$ cat src/rtl/load_store_unit.sv
// Load/store initiator for a byte-addressed, word-wide memory with one-cycle read latency.
// Sub-word stores are done as read-modify-write because the memory always writes whole words.
module load_store_unit #(
  parameter int MEM_SIZE = 64000
) (
  input  logic        clk,
  input  logic        rst_n,
  input  logic        req_valid,
  output logic        req_ready,
  input  logic        req_write,
  input  logic [1:0]  req_size,
  input  logic        req_signed,
  input  logic [31:0] req_addr,
  input  logic [31:0] req_wdata,
  output logic        resp_valid,
  output logic [31:0] resp_rdata,
  output logic        resp_fault,
  output logic        mem_enable,
  output logic        mem_write,
  output logic [31:0] mem_address,
  output logic [31:0] mem_wdata,
  input  logic [31:0] mem_rdata
);

  typedef enum logic [2:0] {IDLE, RD, CAP, WR, RESP} state_t;

  localparam logic [32:0] MEM_LIMIT = 33'(MEM_SIZE);

  state_t      state, state_next;
  logic        r_write, r_signed;
  logic [1:0]  r_size, r_lane;
  logic [15:0] r_wdata;

  logic        accept, fault;
  logic [31:0] word_addr;
  logic [32:0] last_byte;
  logic [4:0]  shamt;
  logic [15:0] shifted;
  logic [31:0] load_data, lane_mask, lane_data, merged;

  assign req_ready  = (state == IDLE);
  assign resp_valid = (state == RESP);
  assign mem_enable = (state == RD) || (state == WR);
  assign mem_write  = (state == WR);
  assign accept     = req_valid && (state == IDLE);

  assign word_addr = {req_addr[31:2], 2'b00};
  // 33-bit sum so addresses near 2^32 cannot wrap past the limit check.
  assign last_byte = {1'b0, word_addr} + 33'd3;
  assign fault = (req_size == 2'b11)
              || (req_size == 2'b01 && req_addr[0])
              || (req_size == 2'b10 && req_addr[1:0] != 2'b00)
              || (last_byte >= MEM_LIMIT);

  assign shamt   = {r_lane, 3'b000};
  assign shifted = 16'(mem_rdata >> shamt);

  always_comb begin
    // NOTE: every combinational output gets a default first so no path infers a latch.
    load_data = mem_rdata;
    case (r_size)
      2'b00:   load_data = {{24{r_signed & shifted[7]}}, shifted[7:0]};
      2'b01:   load_data = {{16{r_signed & shifted[15]}}, shifted};
      default: load_data = mem_rdata;
    endcase
  end

  assign lane_mask = ((r_size == 2'b00) ? 32'h0000_00ff : 32'h0000_ffff) << shamt;
  assign lane_data = {16'h0000, r_wdata} << shamt;
  assign merged    = (mem_rdata & ~lane_mask) | (lane_data & lane_mask);

  always_comb begin
    state_next = state;
    case (state)
      IDLE: if (accept) begin
        if (fault)                               state_next = RESP;
        else if (req_write && req_size == 2'b10) state_next = WR;
        else                                     state_next = RD;
      end
      RD:      state_next = CAP;
      CAP:     state_next = r_write ? WR : RESP;
      WR:      state_next = RESP;
      RESP:    state_next = IDLE;
      default: state_next = IDLE;
    endcase
  end

  always_ff @(posedge clk or negedge rst_n) begin
    if (!rst_n) begin
      state       <= IDLE;
      r_write     <= 1'b0;
      r_signed    <= 1'b0;
      r_size      <= 2'b00;
      r_lane      <= 2'b00;
      r_wdata     <= 16'h0000;
      mem_address <= 32'h0;
      mem_wdata   <= 32'h0;
      resp_rdata  <= 32'h0;
      resp_fault  <= 1'b0;
    end else begin
      // NOTE: non-blocking assignments so every register samples pre-edge values.
      state <= state_next;
      if (accept) begin
        r_write  <= req_write;
        r_signed <= req_signed;
        r_size   <= req_size;
        r_lane   <= req_addr[1:0];
        r_wdata  <= req_wdata[15:0];
        if (!fault) begin
          mem_address <= word_addr;
          mem_wdata   <= req_wdata;
        end
      end
      if (state == CAP && r_write) mem_wdata <= merged;
      // Response fields change only when a response is about to be presented.
      if (state_next == RESP) begin
        resp_fault <= (state == IDLE);
        resp_rdata <= (state == CAP && !r_write) ? load_data : 32'h0;
      end
    end
  end

endmodule
$ cat config.mk
export PLATFORM = sky130hd
export DESIGN_NAME = load_store_unit
export DESIGN_NICKNAME = d
export VERILOG_FILES = /design/src/rtl/load_store_unit.sv
export SDC_FILE = /design/constraint.sdc
export NUM_CORES = 1
export LEC_CHECK = 0
export ABC_AREA = 1
export BUFFER_PORTS_ARGS = -buffer_cell sky130_fd_sc_hd__buf_2
export CAP_MARGIN = 20
export CELL_PAD_IN_SITES_DETAIL_PLACEMENT = 2
export CELL_PAD_IN_SITES_GLOBAL_PLACEMENT = 2
export CORE_ASPECT_RATIO = 0.75
export CORE_MARGIN = 5
export CORE_UTILIZATION = 28
export DETAILED_ROUTE_END_ITERATION = 10
export GPL_TIMING_DRIVEN = 0
export PLACE_DENSITY_LB_ADDON = 0.1
export SLEW_MARGIN = 20
export SYNTH_ARGS = -nofsm -noshare
export SYNTH_HDL_FRONTEND = slang
export SYNTH_SLANG_ARGS = --single-unit
$ cat constraint.sdc
create_clock -name clk -period 1.6 [get_ports clk]
set_input_delay 0.16 -clock clk [delete_from_list [all_inputs] [get_ports clk]]
set_output_delay 0.16 -clock clk [all_outputs]
set_load 0.05 [all_outputs]
==> metrics.yaml, run 1 <==
status:
  outcome: "finished with violations"
  violations: "setup timing"
global_routing:
  grt_pass1_wl_mm: 45.53
  track_usage: 0.2261
  grt_max_degree: 67
  grt_pass1_vias: 7772
  overflow: 0
  antenna_found_initial: 2
yosys:
  ys_ff_latch: 120
  synth_cell_type_count: 25
  yosysWarnings: 0
  async_reset_ff_frac: 1.000
  yosysSeqAreaShare: 0.4677
  synth.most_common_cell: "nand2_1"
  synth_edf_count: 0
  synth_top_area_frac: 0.4677
  syn_avg_cell_area_um2: 7.149
  synth_top_cell_by_area: "dfrtp_1"
  syn_inst: 898
  synth_ff_type: "dfrtp_1"
  synth_area_leaders: "dfrtp_1 (47%), nand2_1 (20%), nand3_1 (8.8%), o21ai_0 (5.2%), a21oi_1 (3.6%)"
  synth_common_cells: "nand2_1 (338), dfrtp_1 (120), nand3_1 (113)"
  syn_area_um2: 6420
worst_setup_path:
  arrival_ns: 1.91
  rr_startpoint: "state[1]"
  r2r_slack_ns: -0.0009
  endpoint_kind: "flop"
  worstPathRequired_ns: 1.91
  reg2regPathDepth: 10
  critPathKind: "reg -> reg"
  worstSetupStartpointType: "flop"
  reg2reg_to: "mem_wdata[26]"
  crit_fanout: 10
job:
  drv_cap: 0
clock_tree:
  ctsLongestPathBuffers: 2
  clk-insertion-delay-late_ns: 0.43
  clock-sinks: 120
  clk_pin_slew_ns: 0.06
  cts_root_buf: "clkbuf_16"
  htree_levels: 4
  numCtsBuffers: 17
  cts_tree: "yes"
timing:
  rsz0062_at_grt: "yes"
  skew_ns: 0.01353
  timing.setup.tns_ns: -0.0008602
  slew_headroom: 0.6475
  finalHoldViolations: 0
  finalCriticalPeriod_ns: 1.601
  finalCritPeriodShare: 1.001
  drv_slew: 0
  clock.fmax_mhz: 624.7
  worstMarginPinSlew_ns: 0.5287
  layout_setup_ws_ns: -0.0008602
  hold_slack_ns: 0.02915
  setup_viol: 1
drt:
  post-route-drc-count: 0
  viasPerCell: 4.828
  ant_nets: 0
  wl_per_cell_um: 20.15
  drtPass1Iterations: 4
  wirelength_mm: 29.85
  vias: 7151
  drt_iter0_markers: 418
cells_and_area:
  fillerInstances: 2704
  areaGrowthSynthToFinish_pct: 46.13
  diodes: 0
  drive_above_1_share: 0.3167
  finalNetCount: 1271
hold_path:
  hold_start: "req_addr[12]"
  min_to: "mem_address[12]"
  holdPathStages: 3
  hold_class: "in -> reg"
place:
  dpl.hpwl_mm: 22.42
  place_congestion: 0.8348
  portBuffers: 201
die:
  die_h_um: 141.1
  fp.dieW_um: 184.8
  start_util: 0.2820
  num_io_pins: 204
  die_area_um2: 26090
  rows: 48
  core_um2: 22760
power:
  p_total_mw: 9.173
  p_per_area_nw_per_um2: 977.8
  peakVddDrop_v: 0.0006759
  p_leak_nw: 5.180
## how the worst max path moves through the flow
stage                    from         endpoint  slack [ns]  depth (start not counted)
global route        r_lane[0]    mem_wdata[15]       -0.11                         10
detailed placement   state[2]     mem_wdata[0]       -0.41                          8
global placement        rst_n  mem_address[20]       -1.38                          1
finish               state[1]    mem_wdata[26]     -0.0009                         10
CTS                  state[0]    mem_wdata[15]       -0.02                          9
floorplan            state[1]     mem_wdata[0]        0.03                         10
## worst max-delay path, stage by stage (launching register included)
cell	delay, ns
dfrtp_2	0.45
nor2_1	0.14
nand2_1	0.10
inv_4	0.09
nand2_8	0.08
clkinv_8	0.07
nand2_8	0.08
buf_8	0.18
buf_8	0.14
nand3_1	0.07
nand2_1	0.07
## metrics by stage
stage	cell area, um^2	setup slack (ns)	utilization	cells
2_1_floorplan	6434	0.02598	-	899
3_3_place_gp	7815	-1.380	0.3433	1400
3_5_place_dp	7853	-0.4106	0.3450	1401
4_1_cts	9099	-0.02275	0.3997	1472
5_1_grt	9382	-0.1058	0.4122	1481
6_report	9382	-0.0008602	0.4122	1481
## kinds of logic (layout without fill, tap and decap cells)
logic type,Yosys count,in the layout,synth area share
and+or+nand+nor,518,518,0.3403
other,1,2,0.0005841
AOI/OAI and AO/OA,136,136,0.1070
buffers and inverters,123,405,0.08439
DFF,120,120,0.4677
## per-layer routing
metal  share of wire  GRT usage
met5         0.00077          0
met4          0.0055    0.03514
met3           0.054    0.04720
met2            0.47     0.3667
met1            0.47     0.3188
## state kept, by name (all words and copies together), names as in the netlist
| register | count |
|---|---|
| mem_address | 30 |
| mem_wdata | 32 |
| r_lane | 2 |
| r_signed | 1 |
| r_size | 2 |
| r_wdata | 16 |
| r_write | 1 |
| resp_fault | 1 |
| resp_rdata | 32 |
| state | 3 |
## power breakdown
part | internal [mW] | leakage (nW) | total (mW) | switching, mW
clock network | 2.49 | 0.302 | 4.13 | 1.64
logic | 0.654 | 3.35 | 1.86 | 1.20
registers | 3.12 | 1.53 | 3.18 | 0.0610
## cells in the final DEF (no fill, tap or decap), drive strengths merged
| cell type | count |
|---|---|
| dlygate4sd3 | 29 |
| conb | 2 |
| nand3 | 118 |
| o21ai | 89 |
| buf | 257 |
| clkinv | 6 |
| dfrtp | 120 |
| a21oi | 46 |
| clkinvlp | 1 |
| nor2 | 55 |
| clkbuf | 35 |
| nand2 | 343 |
| inv | 74 |
| bufinv | 3 |
| o21bai | 1 |
| nor3 | 2 |
## layout make-up
class	instances	area [um^2]	area share
plain buffers	50	431.7	0.04601
well taps	300	375.4	0.04001
clock buffers	17	425.4	0.04535
multi-input cells	656	3104	0.3309
inverters	69	289.0	0.03081
clock inverters	15	191.4	0.02041
flip-flops and latches	120	3007	0.3205
repair buffers	254	1558	0.1660
## what timing repair did
item	4_1_cts	5_1_grt
resized for setup	89	81
pin swaps	7	8
hold buffers	29	0
endpoints found under the hold margin	82	0
endpoints found under the setup margin	109	100
buffers inserted	13	9
gates cloned	0	1
(Power assumes the default switching activity.)
==> inputs of run 2 (changes only) <==
--- a/config.mk
+++ b/config.mk
@@ -5,14 +5,13 @@
 export SDC_FILE = /design/constraint.sdc
 export NUM_CORES = 1
 export LEC_CHECK = 0
-export ABC_AREA = 1
 export BUFFER_PORTS_ARGS = -buffer_cell sky130_fd_sc_hd__buf_2
 export CAP_MARGIN = 20
 export CELL_PAD_IN_SITES_DETAIL_PLACEMENT = 2
 export CELL_PAD_IN_SITES_GLOBAL_PLACEMENT = 2
 export CORE_ASPECT_RATIO = 0.75
 export CORE_MARGIN = 5
-export CORE_UTILIZATION = 28
+export CORE_UTILIZATION = 30
 export DETAILED_ROUTE_END_ITERATION = 10
 export GPL_TIMING_DRIVEN = 0
 export PLACE_DENSITY_LB_ADDON = 0.1
==> metrics.yaml, run 2 <==
cells_and_area:
  fin_area_um2: 10950  # was 9382 um^2
  drive_above_1_share: 0.5975  # was 0.3167
  layout_common_cells: "buf_2 (202), dfrtp_1 (116), buf_6 (37), nand2_1 (34), dlygate4sd3_1 (30)"  # was nand2_1 (333), buf_2 (203), dfrtp_1 (117), nand3_1 (110), inv_1 (56)
  diodes: 0  # unchanged
  layout.cells.non_filler: 1207  # was 1481
  areaGrowthSynthToFinish_pct: 77.30  # was 46.13%
  finalNetCount: 1039  # was 1271
  final_util: 0.5401  # was 0.4122
  reg_top3: "mem_wdata: 32 flops, resp_rdata: 32 flops, mem_address: 30 flops"  # unchanged
  layout_commonest_cell: "buf_2"  # was nand2_1
worst_setup_path:
  crit_path_frequent_cell: "clkbuf_2"
  path_cells: "buf_2, o21ai_0, o22ai_2, clkbuf_2, clkbuf_2, o31ai_1, a22oi_2"  # was nor2_1, nand2_1, inv_4, nand2_8, clkinv_8, nand2_8, buf_8, buf_8, nand3_1, nand2_1
  crit_buf_inv: 3  # was 4
  max_stage_delay_ns: 0.45  # about the same
  endpoint_kind: "flop"  # unchanged
  cp_slowest_cell: "o21ai_0"  # was dfrtp_2
  crit_family: "compound AO/OA/AOI/OAI gates"  # was simple AND/OR/NAND/NOR gates
  arrival_ns: 2.26  # was 1.91 ns
  worstPathRequired_ns: 1.90  # was 1.91 ns
  worstSetupStartpointType: "primary input"  # was flop
  critPathKind: "in -> reg"  # was reg -> reg
  crit_fanout: 10  # unchanged
clock_tree:
  ctsLongestPathBuffers: 2  # unchanged
  clk-insertion-delay-late_ns: 0.44  # was 0.43 ns
  cts_root_buf: "clkbuf_16"  # unchanged
  numCtsBuffers: 17  # unchanged
  clk_pin_slew_ns: 0.06  # about the same
  clock-sinks: 120  # unchanged
  htree_levels: 4  # unchanged
  cts_tree: "yes"  # unchanged
yosys:
  synth_common_cells: "dfrtp_1 (120), nand2_1 (65), clkbuf_1 (47)"  # was nand2_1 (338), dfrtp_1 (120), nand3_1 (113)
  ys_ff_latch: 120  # unchanged
  async_reset_ff_frac: 1.000  # unchanged
  synth_top_area_frac: 0.4863  # was 0.4677
  syn_avg_cell_area_um2: 9.975  # was 7.149 um^2
  synth_cell_type_count: 48  # was 25
  syn_inst: 619  # was 898
  synth_ff_type: "dfrtp_1"  # unchanged
  yosysSeqAreaShare: 0.4863  # was 0.4677
  synth_area_leaders: "dfrtp_1 (49%), mux2i_1 (5.3%), o31ai_1 (4.0%), nand2_1 (4.0%), o21ai_0 (3.3%)"  # was dfrtp_1 (47%), nand2_1 (20%), nand3_1 (8.8%), o21ai_0 (5.2%), a21oi_1 (3.6%)
  synth_edf_count: 0  # unchanged
  synth.most_common_cell: "dfrtp_1"  # was nand2_1
  syn_area_um2: 6175  # was 6420 um^2
  synth_top_cell_by_area: "dfrtp_1"  # unchanged
  yosysWarnings: 0  # unchanged
timing:
  finalCritPeriodShare: 1.226  # was 1.001
  slew_headroom: 0.4807  # was 0.6475
  hold_slack_ns: 0.02049  # was 0.02915 ns
  clock.fmax_mhz: 510.0  # was 624.7 MHz
  rsz0062_at_grt: "yes"  # unchanged
  drv_slew: 0  # unchanged
  finalCriticalPeriod_ns: 1.961  # was 1.601 ns
  timing.setup.tns_ns: -27.46  # was -0.0008602 ns
  setup_viol: 123  # was 1
  worstMarginPinSlew_ns: 0.7789  # was 0.5287 ns
  skew_ns: 0.01347  # was 0.01353 ns
  layout_setup_ws_ns: -0.3608  # was -0.0008602 ns
  finalHoldViolations: 0  # unchanged
die:
  core_um2: 20270  # was 22760 um^2
  die_area_um2: 23580  # was 26090 um^2
  die_h_um: 134.2  # was 141.1 um
  rows: 45  # was 48
  start_util: 0.3046  # was 0.2820
  fp.dieW_um: 175.7  # was 184.8 um
  num_io_pins: 204  # unchanged
place:
  dpl.hpwl_mm: 22.90  # was 22.42 mm
  place_congestion: 0.8670  # was 0.8348
  dp_cells: 1081  # was 1401
  dp_worst_setup_slack_ns: -0.9073  # was -0.4106 ns
  portBuffers: 201  # unchanged
  place_area_um2: 7652  # was 7853 um^2
global_routing:
  top_usage_layer: "met2"  # unchanged
  met3_usage: 0.07298  # was 0.04720
  use_met2: 0.4759  # was 0.3667
  grt_pass1_vias: 7781  # was 7772
  grt_util_met1: 0.3896  # was 0.3188
  track_usage: 0.2926  # was 0.2261
  antenna_found_initial: 0  # was 2
  overflow: 0  # unchanged
  grt_pass1_wl_mm: 51.71  # was 45.53 mm
  grt_max_degree: 47  # was 67
power:
  peakVddDrop_v: 0.0004660  # was 0.0006759 V
  p_total_mw: 9.788  # was 9.173 mW
  p_per_area_nw_per_um2: 894.0  # was 977.8 nW/um^2
  p_leak_nw: 4.981  # was 5.180 nW
drt:
  post-route-drc-count: 0  # unchanged
  viasPerCell: 5.973  # was 4.828
  drt_iter0_markers: 582  # was 418
  ant_nets: 0  # unchanged
  vias: 7209  # was 7151
  wirelength_mm: 40.08  # was 29.85 mm
  wl_per_cell_um: 33.20  # was 20.15 um
  drtPass1Iterations: 5  # was 4
status:
  outcome: "finished with violations"  # unchanged
  violations: "setup timing"  # unchanged
hold_path:
  hold_class: "in -> reg"  # unchanged
job:
  drv_cap: 0  # unchanged
==> run 2: cell count changes after synthesis, moves of 26 or more <==
cell      change
nor2_1       -37
mux2i_1      +33
o31ai_1      +33
inv_1        -40
clkbuf_1     +29
o21ai_0      -26
o22ai_1      +27
nand2_1     -273
a21oi_1      -31
nand3_1     -110
==> run 2: layer usage <==
metal | wire length [um] | share of wire
met4 | 904 | 0.023
met5 | 0 | 0
met2 | 19990 | 0.50
met1 | 16340 | 0.41
met3 | 2839 | 0.071
==> run 2: final cells by class <==
class                   instances  area [um^2]
fillers                      1975         9321
multi-input cells             419         4133
flip-flops and latches        120         3008
repair buffers                302         2213
plain buffers                  58        640.6
clock buffers                  18        439.2
well taps                     258        322.8
clock inverters                14        123.9
inverters                      18        67.56
==> run 2: cells by family after synthesis <==
family                 after synthesis  synth area share
buffers and inverters               81           0.05451
other                                1         0.0006073
multiplexers                        48           0.08267
flip-flops                         120            0.4863
AO/OA/AOI/OAI                      228            0.2620
AND/OR/NAND/NOR                    141            0.1139
==> run 2: repair_timing <==
| item | in CTS | in global routing |
|---|---|---|
| setup endpoints to repair | 124 | 123 |
| pin swaps | 70 | 49 |
| gates cloned | 6 | 5 |
| setup buffers | 39 | 23 |
| endpoints found under the hold margin | 65 | 1 |
| resized for setup | 316 | 130 |
| hold buffers | 29 | 1 |
==> run 2: report_power, final <==
group	leakage, nW	internal (mW)	switching, mW	total, mW
Clock	0.269	2.18	1.70	3.89
Combinational	3.13	1.10	1.58	2.68
Sequential	1.59	3.11	0.116	3.23
Total	4.98	6.39	3.40	9.79
==> run 2: tightest hold or removal path: stages <==
cell and delay (ns):
buf_2 0.10, nand2_2 0.06, o21ai_0 0.08
==> run 2: path summary, 6_finish.rpt <==
| check | slack (ns) | cells after the start | startpoint | to |
|---|---|---|---|---|
| setup / recovery | -0.36 | 7 | req_addr[10] | mem_wdata[0] |
| hold / removal | 0.02 | 3 | req_wdata[15] | r_wdata[15] |
| setup reg to reg | -0.35 | 8 | state[2] | mem_wdata[13] |
| hold reg to reg | 0.50 | 2 | resp_fault | resp_fault |
| max in group asynchronous | 0.53 | 4 | rst_n | mem_wdata[10] |
| min in group asynchronous | 0.18 | 2 | rst_n | resp_fault |
